File: src/rtl/dmem_arb_pkg.sv
// rtl/dmem_arb_pkg.sv - shared state encoding, port ids and defaults for the data-memory arbiter
package dmem_arb_pkg;

  typedef enum logic [1:0] {
    IDLE   = 2'd0,
    ACCESS = 2'd1,
    RESP   = 2'd2
  } state_t;

  localparam logic PORT0 = 1'b0;
  localparam logic PORT1 = 1'b1;

  localparam int DEFAULT_MAX_WAIT = 15;

endpackage

File: src/rtl/dmem_arb_pick.sv
// rtl/dmem_arb_pick.sv - winner selection between two requesters (round-robin when DMEM_ARB_RR_EN is defined)
module dmem_arb_pick
  import dmem_arb_pkg::*;
(
`ifdef DMEM_ARB_RR_EN
  input  logic clk,
  input  logic rst,
  input  logic grant_fire,
`endif
  input  logic p0_req,
  input  logic p1_req,
  output logic any_req,
  output logic winner
);

  assign any_req = p0_req | p1_req;

`ifdef DMEM_ARB_RR_EN
  logic ptr;

  // pointer moves to the port that did not win, so a contended pair alternates
  always_ff @(posedge clk or posedge rst) begin
    if (rst) begin
      ptr <= PORT0;
    end else if (grant_fire) begin
      ptr <= ~winner;
    end
  end

  // on contention the pointer's port wins; otherwise the lone requester wins
  always_comb begin
    winner = PORT0;
    if (p0_req && p1_req) begin
      winner = ptr;
    end else if (p1_req) begin
      winner = PORT1;
    end
  end
`else
  // fixed priority: port 1 wins only when port 0 is not asking
  always_comb begin
    winner = PORT0;
    if (!p0_req && p1_req) begin
      winner = PORT1;
    end
  end
`endif

endmodule

File: src/rtl/dmem_arbiter.sv
// rtl/dmem_arbiter.sv - two-port data-memory arbiter/sequencer; optional round-robin via DMEM_ARB_RR_EN
module dmem_arbiter
  import dmem_arb_pkg::*;
#(
  parameter int AW       = 32,
  parameter int DW       = 32,
  parameter int MAX_WAIT = DEFAULT_MAX_WAIT
) (
  input  logic          clk,
  input  logic          rst,
  input  logic          p0_req,
  input  logic          p0_we,
  input  logic [AW-1:0] p0_addr,
  input  logic [DW-1:0] p0_wdata,
  output logic          p0_ack,
  output logic [DW-1:0] p0_rdata,
  output logic          p0_err,
  input  logic          p1_req,
  input  logic          p1_we,
  input  logic [AW-1:0] p1_addr,
  input  logic [DW-1:0] p1_wdata,
  output logic          p1_ack,
  output logic [DW-1:0] p1_rdata,
  output logic          p1_err,
  output logic          mem_we,
  output logic          mem_ren,
  output logic [AW-1:0] mem_addr,
  output logic [DW-1:0] mem_wdata,
  input  logic [DW-1:0] mem_rdata,
  input  logic          mem_readdata_valid,
  input  logic          mem_waitrequest,
  output logic          busy,
  output logic          grant_id
);

  state_t        state, state_n;
  logic          we_q;
  logic [AW-1:0] addr_q;
  logic [DW-1:0] wdata_q;
  logic          grant_q;
  logic          err_q;
  logic [DW-1:0] rdata0_q, rdata1_q;
  logic [7:0]    wait_cnt;

  logic          any_req;
  logic          winner;
  logic          rd_done;
  logic          timeout;
  logic          cap_en;
  logic [DW-1:0] cap_val;

  dmem_arb_pick u_pick (
`ifdef DMEM_ARB_RR_EN
    .clk        (clk),
    .rst        (rst),
    .grant_fire (state == IDLE && any_req),
`endif
    .p0_req     (p0_req),
    .p1_req     (p1_req),
    .any_req    (any_req),
    .winner     (winner)
  );

  assign rd_done = mem_readdata_valid && !mem_waitrequest;
  assign timeout = (wait_cnt >= 8'(MAX_WAIT));

  // next-state and memory strobes; timeout wins over a late valid because ren is already dropped
  always_comb begin
    state_n = state;
    mem_we  = 1'b0;
    mem_ren = 1'b0;
    cap_en  = 1'b0;
    cap_val = '0;
    case (state)
      IDLE: begin
        if (any_req) state_n = ACCESS;
      end
      ACCESS: begin
        if (we_q) begin
          mem_we  = 1'b1;
          cap_en  = 1'b1;
          state_n = RESP;
        end else if (timeout) begin
          cap_en  = 1'b1;
          state_n = RESP;
        end else begin
          mem_ren = 1'b1;
          if (rd_done) begin
            cap_en  = 1'b1;
            cap_val = mem_rdata;
            state_n = RESP;
          end
        end
      end
      RESP: begin
        state_n = IDLE;
      end
      default: state_n = IDLE;
    endcase
  end

  // state register
  always_ff @(posedge clk or posedge rst) begin
    if (rst) state <= IDLE;
    else     state <= state_n;
  end

  // latch the winner's request in IDLE, count read wait cycles, capture completion data
  always_ff @(posedge clk or posedge rst) begin
    if (rst) begin
      we_q     <= 1'b0;
      addr_q   <= '0;
      wdata_q  <= '0;
      grant_q  <= PORT0;
      err_q    <= 1'b0;
      rdata0_q <= '0;
      rdata1_q <= '0;
      wait_cnt <= '0;
    end else begin
      if (state == IDLE && any_req) begin
        we_q     <= (winner == PORT1) ? p1_we    : p0_we;
        addr_q   <= (winner == PORT1) ? p1_addr  : p0_addr;
        wdata_q  <= (winner == PORT1) ? p1_wdata : p0_wdata;
        grant_q  <= winner;
        err_q    <= 1'b0;
        wait_cnt <= '0;
      end else if (state == ACCESS && !cap_en && wait_cnt != 8'hFF) begin
        wait_cnt <= wait_cnt + 8'd1;
      end
      if (state == ACCESS && !we_q && timeout) begin
        err_q <= 1'b1;
      end
      if (cap_en) begin
        if (grant_q == PORT1) rdata1_q <= cap_val;
        else                  rdata0_q <= cap_val;
      end
    end
  end

  assign p0_ack    = (state == RESP) && (grant_q == PORT0);
  assign p1_ack    = (state == RESP) && (grant_q == PORT1);
  assign p0_err    = p0_ack && err_q;
  assign p1_err    = p1_ack && err_q;
  assign p0_rdata  = rdata0_q;
  assign p1_rdata  = rdata1_q;
  assign mem_addr  = addr_q;
  assign mem_wdata = wdata_q;
  assign busy      = (state != IDLE);
  assign grant_id  = grant_q;

endmodule

File: config.mk
export PLATFORM = sky130hd
export DESIGN_NAME = dmem_arbiter
export DESIGN_NICKNAME = d
export VERILOG_FILES = /design/src/rtl/dmem_arb_pkg.sv /design/src/rtl/dmem_arb_pick.sv /design/src/rtl/dmem_arbiter.sv
export SDC_FILE = /design/constraint.sdc
export NUM_CORES = 1
export LEC_CHECK = 0
export CORE_UTILIZATION = 40
export CTS_CLUSTER_SIZE = 30
export DETAILED_ROUTE_END_ITERATION = 8
export PLACE_DENSITY = 0.84
export SYNTH_ARGS = -nofsm -noshare
export SYNTH_HDL_FRONTEND = slang
export SYNTH_SLANG_ARGS = --single-unit
File: constraint.sdc
create_clock -name clk -period 5.11 [get_ports clk]
set_input_delay 1.022 -clock clk [delete_from_list [all_inputs] [get_ports clk]]
set_output_delay 1.022 -clock clk [all_outputs]
set_load 0.005 [all_outputs]
# Yosys cells after proc, flatten, opt, wreduce, memory -nomap -nowiden
# Cells that the tools add are included.
[word_totals]
register_bits = 141
out_inout_bits = 136
wordCells = 66
[classes]
n_addsub = 1
order_cmp = 1
eq_ne = 5
muxes = 26
n_bitwise = 2
reduce_logical = 22
[ops]
columns = ["cell", "count"]
rows = [
  ["two-way mux 32 bit", 6],
  ["two-way mux 8 bit", 2],
  ["two-way mux 1 bit", 13],
  ["logical AND 1 bit", 11],
  ["adder 8 x 1 -> 8 bit, second input constant", 1],
  ["greater-or-equal comparator 8 x 4 -> 1 bit, second input constant", 1],
  ["two-way mux 2 bit", 4],
  ["inequality test 8 bit, second input constant", 1],
  ["AND reduction 2 bit", 3],
  ["nonzero test 2 bit", 3],
  ["logical NOT 1 bit", 4],
  ["inequality test 4 bit, second input constant", 1],
  ["one-hot mux 2 bit (2 select lines)", 1],
  ["equality test 2 x 1 -> 1 bit, second input constant", 1],
  ["equality test 2 bit, second input constant", 1],
  ["logical NOT 2 bit", 1],
  ["inequality test 2 bit, second input constant", 1],
  ["NOT 1 bit", 1],
  ["bitwise OR 1 bit", 1],
]

# Longest topological paths before layout
# Gate-level depths: netlist of run 1.
[depth]
ltp_word = 11
mapped_depth = 7

# Cells and area by module
# Synthesis of run 1 repeated with hierarchy kept, for this count alone.
[unflattened]
cells_unflattened = 494
hier_area_um2 = 5845.6
[modules_own_cells]
columns = ["mod", "instances", "cells_each", "area_per_inst_um2", "seq_area_each_um2"]
rows = [
  ["dmem_arbiter", 1, 492, 5833.1, 3528.4],
  ["dmem_arb_pick", 1, 2, 12.5, 0.0],
]

# Worst setup path after synthesis of run 1
# OpenSTA, ideal clock, no wires.
[synth_path]
kind = "register -> output"
startpoint = "register grant_q, in the netlist grant_id"
endpoint = "output port p0_err"
arrival_time_ns = 1.225
path_slack_ns = 2.863
stages_incl_launch_ff = 5
path_cell_list = "dfrtp_1 -> clkbuf_1 -> clkbuf_1 -> nor3b_1 -> and2_1"
[synth_between]
elab_chain_cells = 3
[synth_lines]
columns = ["item", "line_no", "text"]
rows = [
  ["start: declaration", "dmem_arbiter.sv:40", "logic grant_q;"],
  ["start signal: assignment", "dmem_arbiter.sv:124", "grant_q <= winner;"],
  ["NOT 1 bit (no line)", "-", ""],
  ["logical AND 1 bit", "dmem_arbiter.sv:140", "assign p0_ack = (state == RESP) && (grant_q == PORT0);"],
  ["via p0_ack", "dmem_arbiter.sv:15", "output logic p0_ack,"],
  ["logical AND 1 bit", "dmem_arbiter.sv:142", "assign p0_err = p0_ack && err_q;"],
  ["end: declaration", "dmem_arbiter.sv:17", "output logic p0_err,"],
]
# The timed path passes the listed nets, and every way through them passes these cells.

# Worst setup path in the final report of run 1
[layout_path]
startpoint = "register grant_q, in the netlist grant_id"
endpoint = "output port p1_err"
[layout_between]
elab_chain_cells = 2
[layout_lines]
columns = ["item", "line_no", "text"]
rows = [
  ["logical AND 1 bit", "dmem_arbiter.sv:141", "assign p1_ack = (state == RESP) && (grant_q == PORT1);"],
  ["logical AND 1 bit", "dmem_arbiter.sv:143", "assign p1_err = p1_ack && err_q;"],
  ["end: declaration", "dmem_arbiter.sv:24", "output logic p1_err,"],
]
# Every way passes these cells.

==> results of run 1 <==
## per-layer routing
metal,vias up,GRT usage,part of all wire
li1,2468,-,-
met1,2517,0.256,0.38
met2,249,0.389,0.51
met3,14,0.0797,0.089
met4,0,0.0737,0.012
met5,-,0,0
## sequential cells by signal, indices dropped and copies added (netlist names), 2 cells and up
register,flops
state,2
p1_rdata,32
mem_wdata,32
wait_cnt,8
mem_addr,32
p0_rdata,32
## worst max-delay path, stage by stage, from the launching register on
cell             delay (ns)
dfrtp_2                1.01
and3b_1                0.29
and2_1                 0.13
clkdlybuf4s50_1        0.51
## cell type report
class | instances | area (um^2)
clock buffer | 19 | 433
clock inverter | 13 | 141
fill | 1152 | 4820
inverter | 4 | 20.0
multi-input combinational | 338 | 2240
sequential | 141 | 3530
tap | 184 | 230
timing repair buffer | 313 | 3120
## power by group
part           total [uW]  internal [uW]  leakage (uW)  switching, uW
clock                1190            721      0.000279            471
sequential           1890           1570       0.00182            316
combinational        1990           1170       0.00197            815
total                5070           3470       0.00407           1600
## Yosys cell counts, types with 2 or more instances
master / number / area [um^2]
o21ai_1: 17 / 85.1
nand3_1: 4 / 20.0
and2_1: 7 / 43.8
dfrtp_1: 141 / 3530
mux2i_1: 65 / 651
nand2b_1: 2 / 12.5
nand2_1: 101 / 379
o21ai_0: 69 / 345
buf_2: 18 / 90.1
a32o_1: 48 / 480
clkbuf_1: 18 / 67.6
a21oi_1: 4 / 20.0
or3_1: 2 / 12.5
buf_6: 4 / 45.0
nor2_1: 4 / 15.0
inv_1: 4 / 15.0
nor2b_1: 3 / 18.8
## metrics by stage
step	std cells	util	hold slack (ns)
floorplan	525	-	0.454
global placement	980	0.629	0.461
detailed placement	980	0.629	0.469
CTS	1012	0.668	0.482
global route	1012	0.668	0.498
finish	1012	0.668	0.475
## worst paths after layout
| check | startpoint | end | slack (ns) | depth (start not counted) |
|---|---|---|---|---|
| max | grant_id | p1_err | 1.73 | 3 |
| max in group asynchronous | rst | mem_wdata[21] | 3.06 | 3 |
| max reg2reg | grant_id | p1_rdata[29] | 2.44 | 2 |
| min | mem_wdata[24] | mem_wdata[24] | 0.47 | 2 |
| min reg2reg | mem_wdata[24] | mem_wdata[24] | 0.47 | 2 |
| min in group asynchronous | rst | mem_addr[28] | 1.13 | 2 |
## cell families (layout without fill, tap and decap cells)
logic type	after synthesis	count (layout)	share of synthesized area
AO/OA/AOI/OAI	142	142	0.162
flip-flops	141	141	0.590
AND/OR/NAND/NOR	130	130	0.0990
multiplexers	65	65	0.109
buffers and inverters	46	349	0.0379
adder cells (fa/ha/maj)	1	1	0.00209
==> reports/metrics.cfg, run 1 <==
[placed_design]
place_congestion = 0.784
hpwl_um = 12500
placed_cell_area_um2 = 9140
io_buffers = 303
dpl_worst_slack_ns = 1.70

[cells_and_area]
antenna_cells = 0
final_area_um2 = 9720
nets = 984
mostFrequentLayoutCells = 303 x clkdlybuf4s50_1, 140 x dfrtp_1, 101 x nand2_1, 69 x o21ai_0, 65 x mux2i_1
syn2layout_area_growth_pct = 62.5
layout_commonest_cell = clkdlybuf4s50_1
drive_gt1_frac = 0.0580

[pwr]
peakVddDrop_v = 0.000356
p_leak_uw = 0.00407
power.density_nw_per_um2 = 522
power.total_uw = 5070

[clock_tree]
clockRootBuffer = clkbuf_16
htree_levels = 4
tritoncts = built
clk_pin_slew_ns = 0.06
cts.sinks = 141
cts_made_buffers = 17
clock_path_buffers = 2
clock_latency_ns = 0.41
cts_resized = 0
cts_hold_buf = 0
cts_setup_buffers = 0

[drt]
vias_per_cell = 5.19
drc = 0
drt-wirelength-per-cell_um = 16.9
via_count = 5248
drt_iter0_drc = 285
finalWirelength_um = 17100
dr.pass1.iters = 5
ant_nets = 0

[run_status]
status = finished, final reports clean

[floorplanning]
io_pins = 304
die_w_um = 124
start_util = 0.411
core-area_um2 = 14500
die_area_um2 = 15400
placementRows = 44
die_height_um = 124

[timing]
fmax_mhz = 296
slew_headroom = 0.209
slew_viol_final = 0
finalHoldViolCount = 0
period_share = 0.662
fin_tns_setup_ns = 0
setup_slack_ns = 1.73
finalSetupViolCount = 0
finalClockSkew_ns = 0.00821
tightest_slew_ns = 1.18
rsz0062_at_grt = no
fin_crit_ns = 3.38

[critical_path]
start_kind = flip-flop
crit_fanout = 55
crit_required_ns = 4.09
worstPathArrival_ns = 2.36
worst-setup-path-type = reg -> out
crit_path_end_kind = output port

[global_routing]
grt_usage = 0.224
grt_pass1_wl_um = 27300
first_global_vias = 5206
grt_start_max_net_pins = 95
antenna_found_initial = 0
overflow = 0

[synth]
ys_types = 31
synth.avg_cell_area_um2 = 11.4
ys.flop_type = dfrtp_1
syn_inst = 525
netlist_area_um2 = 5980
ys_warn_count = 0
synth-seq-cells = 141
postSynth.asyncResetShare = 1.00
synth_edf_count = 0
ys_seq_area_frac = 0.590
synth_fp_nets = 694

[run]
maxCapViolations = 0

[worst_hold_path]
min_path_type = reg -> reg

No activity file was read; power rests on OpenSTA's default activity.
==> run 2, diff against run 1 <==
==> constraint.sdc (replaced) <==
create_clock -name clk -period 3.2 [get_ports clk]
set_input_delay 0.64 -clock clk [delete_from_list [all_inputs] [get_ports clk]]
set_output_delay 0.64 -clock clk [all_outputs]
set_load 0.005 [all_outputs]
==> run 2 against run 1 <==
  * Non-clock buffer count stayed put
  * Clock skew is essentially flat
  * Sequential power up 56%
  * Clock power increased by 90%
  * Via count increased by 1.8%
  * Combinational power is 65% higher
  * First-iteration DRC count decreased by 24%
  * Clock-buffer cell count unchanged
  * Sequential cell count is the same
  * Hold slack better by 0.0045 ns
  * Highest routed layer unchanged
==> reports/metrics.cfg, run 2 (same netlist as run 1, synthesis figures left out) <==
[critical_path]
ff2ff_setup_slack_ns = 1.04
crit_path_top_delay_cell = clkdlybuf4s50_1
crit_path_max_incr_delay_ns = 0.53
worst-path-buf-inv = 1
crit_path_end_kind = output port
worst-setup-path-type = reg -> out
crit_fanout = 5
worstPathArrival_ns = 2.25
worstReg2RegStart = wait_cnt[0]
cp_cell_sequence = ha_1, a31oi_2, nand2_1, nor2_1, clkdlybuf4s50_1
worstRegToRegCells = 6
r2r-end = p0_rdata[15]
crit_required_ns = 2.56
start_kind = flip-flop
cp_top_family = buffers and inverters

[timing]
fin_tns_setup_ns = 0
tightest_slew_ns = 0.760
worst_hold_slack_ns = 0.479
finalClockSkew_ns = 0.00820
finalHoldViolCount = 0
fmax_mhz = 346
fin_crit_ns = 2.89
slew_headroom = 0.494
slew_viol_final = 0
rsz0062_at_grt = no
finalSetupViolCount = 0
period_share = 0.903

[clock_tree]
clock_path_buffers = 2
cts_setup_buffers = 0
clock_latency_ns = 0.42
cts.sinks = 141
clockRootBuffer = clkbuf_16
cts_resized = 0
cts_made_buffers = 17
htree_levels = 4
clk_pin_slew_ns = 0.06
cts_hold_buf = 0
tritoncts = built

[global_routing]
grt_pass1_wl_um = 28300
first_global_vias = 5592
grt_usage = 0.233
overflow = 0
antenna_found_initial = 0
grt_start_max_net_pins = 142

[drt]
drc = 0
vias_per_cell = 5.28
ant_nets = 0
dr.pass1.iters = 4
via_count = 5344
drt-wirelength-per-cell_um = 17.3
finalWirelength_um = 17500
drt_iter0_drc = 218

[worst_hold_path]
min_path_cells = 2
min_path_type = reg -> reg
min_to = mem_addr[23]
min-delay-start = mem_addr[23]

[floorplanning]
io_pins = 304
placementRows = 44
start_util = 0.411
die_w_um = 124
die_height_um = 124
core-area_um2 = 14500
die_area_um2 = 15400

[cells_and_area]
nets = 984
fin_cells = 1012
mostFrequentLayoutCells = 303 x clkdlybuf4s50_1, 140 x dfrtp_1, 101 x nand2_1, 69 x o21ai_0, 65 x mux2i_1
drive_gt1_frac = 0.0604
syn2layout_area_growth_pct = 64.5
antenna_cells = 0
n_fill_cell = 1048
layout_commonest_cell = clkdlybuf4s50_1
final_area_um2 = 9830

[run_status]
status = finished, final reports clean

[placed_design]
hpwl_um = 12700
io_buffers = 303
placed_cells = 980
placed_cell_area_um2 = 9150
place_congestion = 0.818

[pwr]
p_leak_uw = 0.00412
power.density_nw_per_um2 = 862
power.total_uw = 8480
peakVddDrop_v = 0.000530

[run]
maxCapViolations = 0

## run 2: through the flow
step / utilization / setup slack [ns]
final: 0.676 / 0.309
after global routing: 0.676 / 0.183
after CTS: 0.676 / 0.278
after detailed placement: 0.630 / 0.734
after global placement: 0.630 / 0.802
after floorplan: - / 0.797
## run 2: routing by layer
layer	GRT usage	vias to the layer above	wire [um]
met5	0	-	0
met4	0.0957	0	388
met3	0.0784	32	1480
met2	0.407	236	9150
met1	0.258	2608	6530
li1	-	2468	-
## run 2: power breakdown
part | internal, uW | total, uW | switching, uW
combinational | 1870 | 3280 | 1410
clock | 1450 | 2260 | 805
sequential | 2510 | 2940 | 425
total | 5840 | 8480 | 2640
## run 2: layout make-up
| class | count | area (um^2) | area share |
|---|---|---|---|
| timing repair buffer | 313 | 3130 | 0.319 |
| tap | 184 | 230 | 0.0234 |
| clock inverter | 13 | 226 | 0.0230 |
| clock buffer | 19 | 453 | 0.0461 |
| multi-input combinational | 338 | 2240 | 0.228 |
| inverter | 4 | 18.8 | 0.00191 |
| sequential | 141 | 3530 | 0.359 |
## run 2: how the worst max path moves through the flow
stage	endpoint	from	cells after the start	slack [ns]
floorplan	err_q	rst	1	0.80
detailed placement	mem_ren	wait_cnt[0]	5	0.73
global route	mem_ren	wait_cnt[0]	5	0.18
CTS	mem_ren	wait_cnt[0]	5	0.28
global placement	mem_ren	wait_cnt[0]	5	0.80
finish	mem_ren	wait_cnt[0]	5	0.31
## run 2: worst min-delay path, stage by stage (launching register included)
cell	delay (ns)
dfrtp_1	0.34
nand2_1	0.05
o21ai_0	0.06
==> run 3, diff against run 2 <==
--- a/config.mk
+++ b/config.mk
@@ -8,7 +8,7 @@
 export CORE_UTILIZATION = 40
 export CTS_CLUSTER_SIZE = 30
 export DETAILED_ROUTE_END_ITERATION = 8
-export PLACE_DENSITY = 0.84
+export PLACE_DENSITY_LB_ADDON = 0.25
 export SYNTH_ARGS = -nofsm -noshare
 export SYNTH_HDL_FRONTEND = slang
 export SYNTH_SLANG_ARGS = --single-unit
==> constraint.sdc (replaced) <==
create_clock -name clk -period 3.05 [get_ports clk]
set_input_delay 0.61 -clock clk [delete_from_list [all_inputs] [get_ports clk]]
set_output_delay 0.61 -clock clk [all_outputs]
set_load 0.005 [all_outputs]
==> run 3 against run 2 <==
  * Highest routed layer unchanged
  * Cell count rose by 0.20%
  * Critical path depth unchanged
  * Register-to-register slack got worse by 0.06 ns
  * Die area did not move
  * Non-clock buffer count grew 2
  * Hold slack lost 0.0043 ns
  * Sequential power grew 6%
  * Cell area about the same
  * Power up 4.2%
==> reports/metrics.cfg, run 3 (same netlist as run 1, synthesis figures left out) <==
[clock_tree]
clk_pin_slew_ns = 0.05
cts_resized = 0
clock_path_buffers = 2
tritoncts = built
cts_made_buffers = 17
clock_latency_ns = 0.41
htree_levels = 4
cts.sinks = 141
clockRootBuffer = clkbuf_16
cts_setup_buffers = 0
cts_hold_buf = 0

[floorplanning]
start_util = 0.411
die_area_um2 = 15400
die_w_um = 124
die_height_um = 124
placementRows = 44
io_pins = 304
core-area_um2 = 14500

[drt]
drc = 0
drt_iter0_drc = 244
finalWirelength_um = 17600
vias_per_cell = 5.20
dr.pass1.iters = 4
drt-wirelength-per-cell_um = 17.3
ant_nets = 0
via_count = 5277

[pwr]
peakVddDrop_v = 0.000472
power.density_nw_per_um2 = 898
p_leak_uw = 0.00412

[global_routing]
overflow = 0
first_global_vias = 5420
grt_usage = 0.234
antenna_found_initial = 0
grt_start_max_net_pins = 113
grt_pass1_wl_um = 28500

[critical_path]
worstPathArrival_ns = 2.23
crit_required_ns = 2.44
ff2ff_setup_slack_ns = 0.98
crit_path_end_kind = output port
worst-setup-path-type = reg -> out
crit_fanout = 5
start_kind = flip-flop

[cells_and_area]
register_area_um2 = 3530
layout_commonest_cell = clkdlybuf4s50_1
nets = 986
drive_gt1_frac = 0.0614
mostFrequentLayoutCells = 303 x clkdlybuf4s50_1, 140 x dfrtp_1, 101 x nand2_1, 69 x o21ai_0, 65 x mux2i_1
multi_input_area_um2 = 2240
post-route-util = 0.677
antenna_cells = 0
syn2layout_area_growth_pct = 64.6
n_fill_cell = 1104

[timing]
period_share = 0.930
finalSetupViolCount = 0
worst_hold_slack_ns = 0.475
slew_viol_final = 0
finalHoldViolCount = 0
finalClockSkew_ns = 0.00981
tightest_slew_ns = 0.768
slew_headroom = 0.488
fin_tns_setup_ns = 0
fmax_mhz = 352
fin_crit_ns = 2.84
rsz0062_at_grt = no

[placed_design]
hpwl_um = 12900
place_congestion = 0.787
io_buffers = 303

[worst_hold_path]
min_path_type = reg -> reg

[run]
maxCapViolations = 0

[run_status]
status = finished, final reports clean

run 3: cell count changes in the layout (fill, tap and decap cells not counted), sizes merged:
cell / before / now
clkinv: 1 / 3
inv: 9 / 3
buf: 10 / 12
clkinvlp: 2 / 4
clkbuf: 19 / 21
run 3: final cells by class:
| type | instances | area share |
|---|---|---|
| sequential | 141 | 0.359 |
| timing repair buffer | 315 | 0.321 |
| multi-input combinational | 338 | 0.228 |
| clock buffer | 21 | 0.0478 |
| tap | 184 | 0.0234 |
| clock inverter | 11 | 0.0191 |
| inverter | 4 | 0.00191 |
run 3: stage by stage:
step	instances	worst slack (ns)	instance area, um^2	power, uW
6_report	1014	0.213	9840	8830
5_1_grt	1014	0.117	9840	9400
4_1_cts	1014	0.198	9840	8930
3_5_place_dp	982	0.645	9180	6610
3_3_place_gp	982	0.660	9180	6510
2_1_floorplan	525	0.677	5980	4440
run 3: power breakdown:
| part | switching (uW) | internal [uW] |
|---|---|---|
| Clock | 765 | 1510 |
| Combinational | 1450 | 1980 |
| Sequential | 479 | 2640 |
| Total | 2700 | 6130 |
run 3: worst max-delay path, cell delays in order, from the launching register on:
cell	delay, ns
dfrtp_1	0.41
ha_1	0.25
a31oi_2	0.35
nand2_1	0.16
nor2_1	0.14
clkdlybuf4s50_1	0.51
run 3: final timing paths:
| path | endpoint | cells past startpoint | start |
|---|---|---|---|
| worst max-delay path | mem_ren | 5 | wait_cnt[0] |
| worst min-delay path | mem_wdata[2] | 2 | mem_wdata[2] |
| worst max register to register | p0_rdata[4] | 5 | wait_cnt[0] |
| worst min register to register | mem_wdata[2] | 2 | mem_wdata[2] |
| max in group asynchronous | p0_rdata[11] | 3 | rst |
| min in group asynchronous | grant_id | 3 | rst |
run 3: per-layer routing:
metal	global-route usage	wire length, um	up-vias
li1	-	-	2463
met1	0.263	6620	2560
met2	0.405	8990	230
met3	0.0892	1650	24
met4	0.0815	309	0
met5	0	0	-
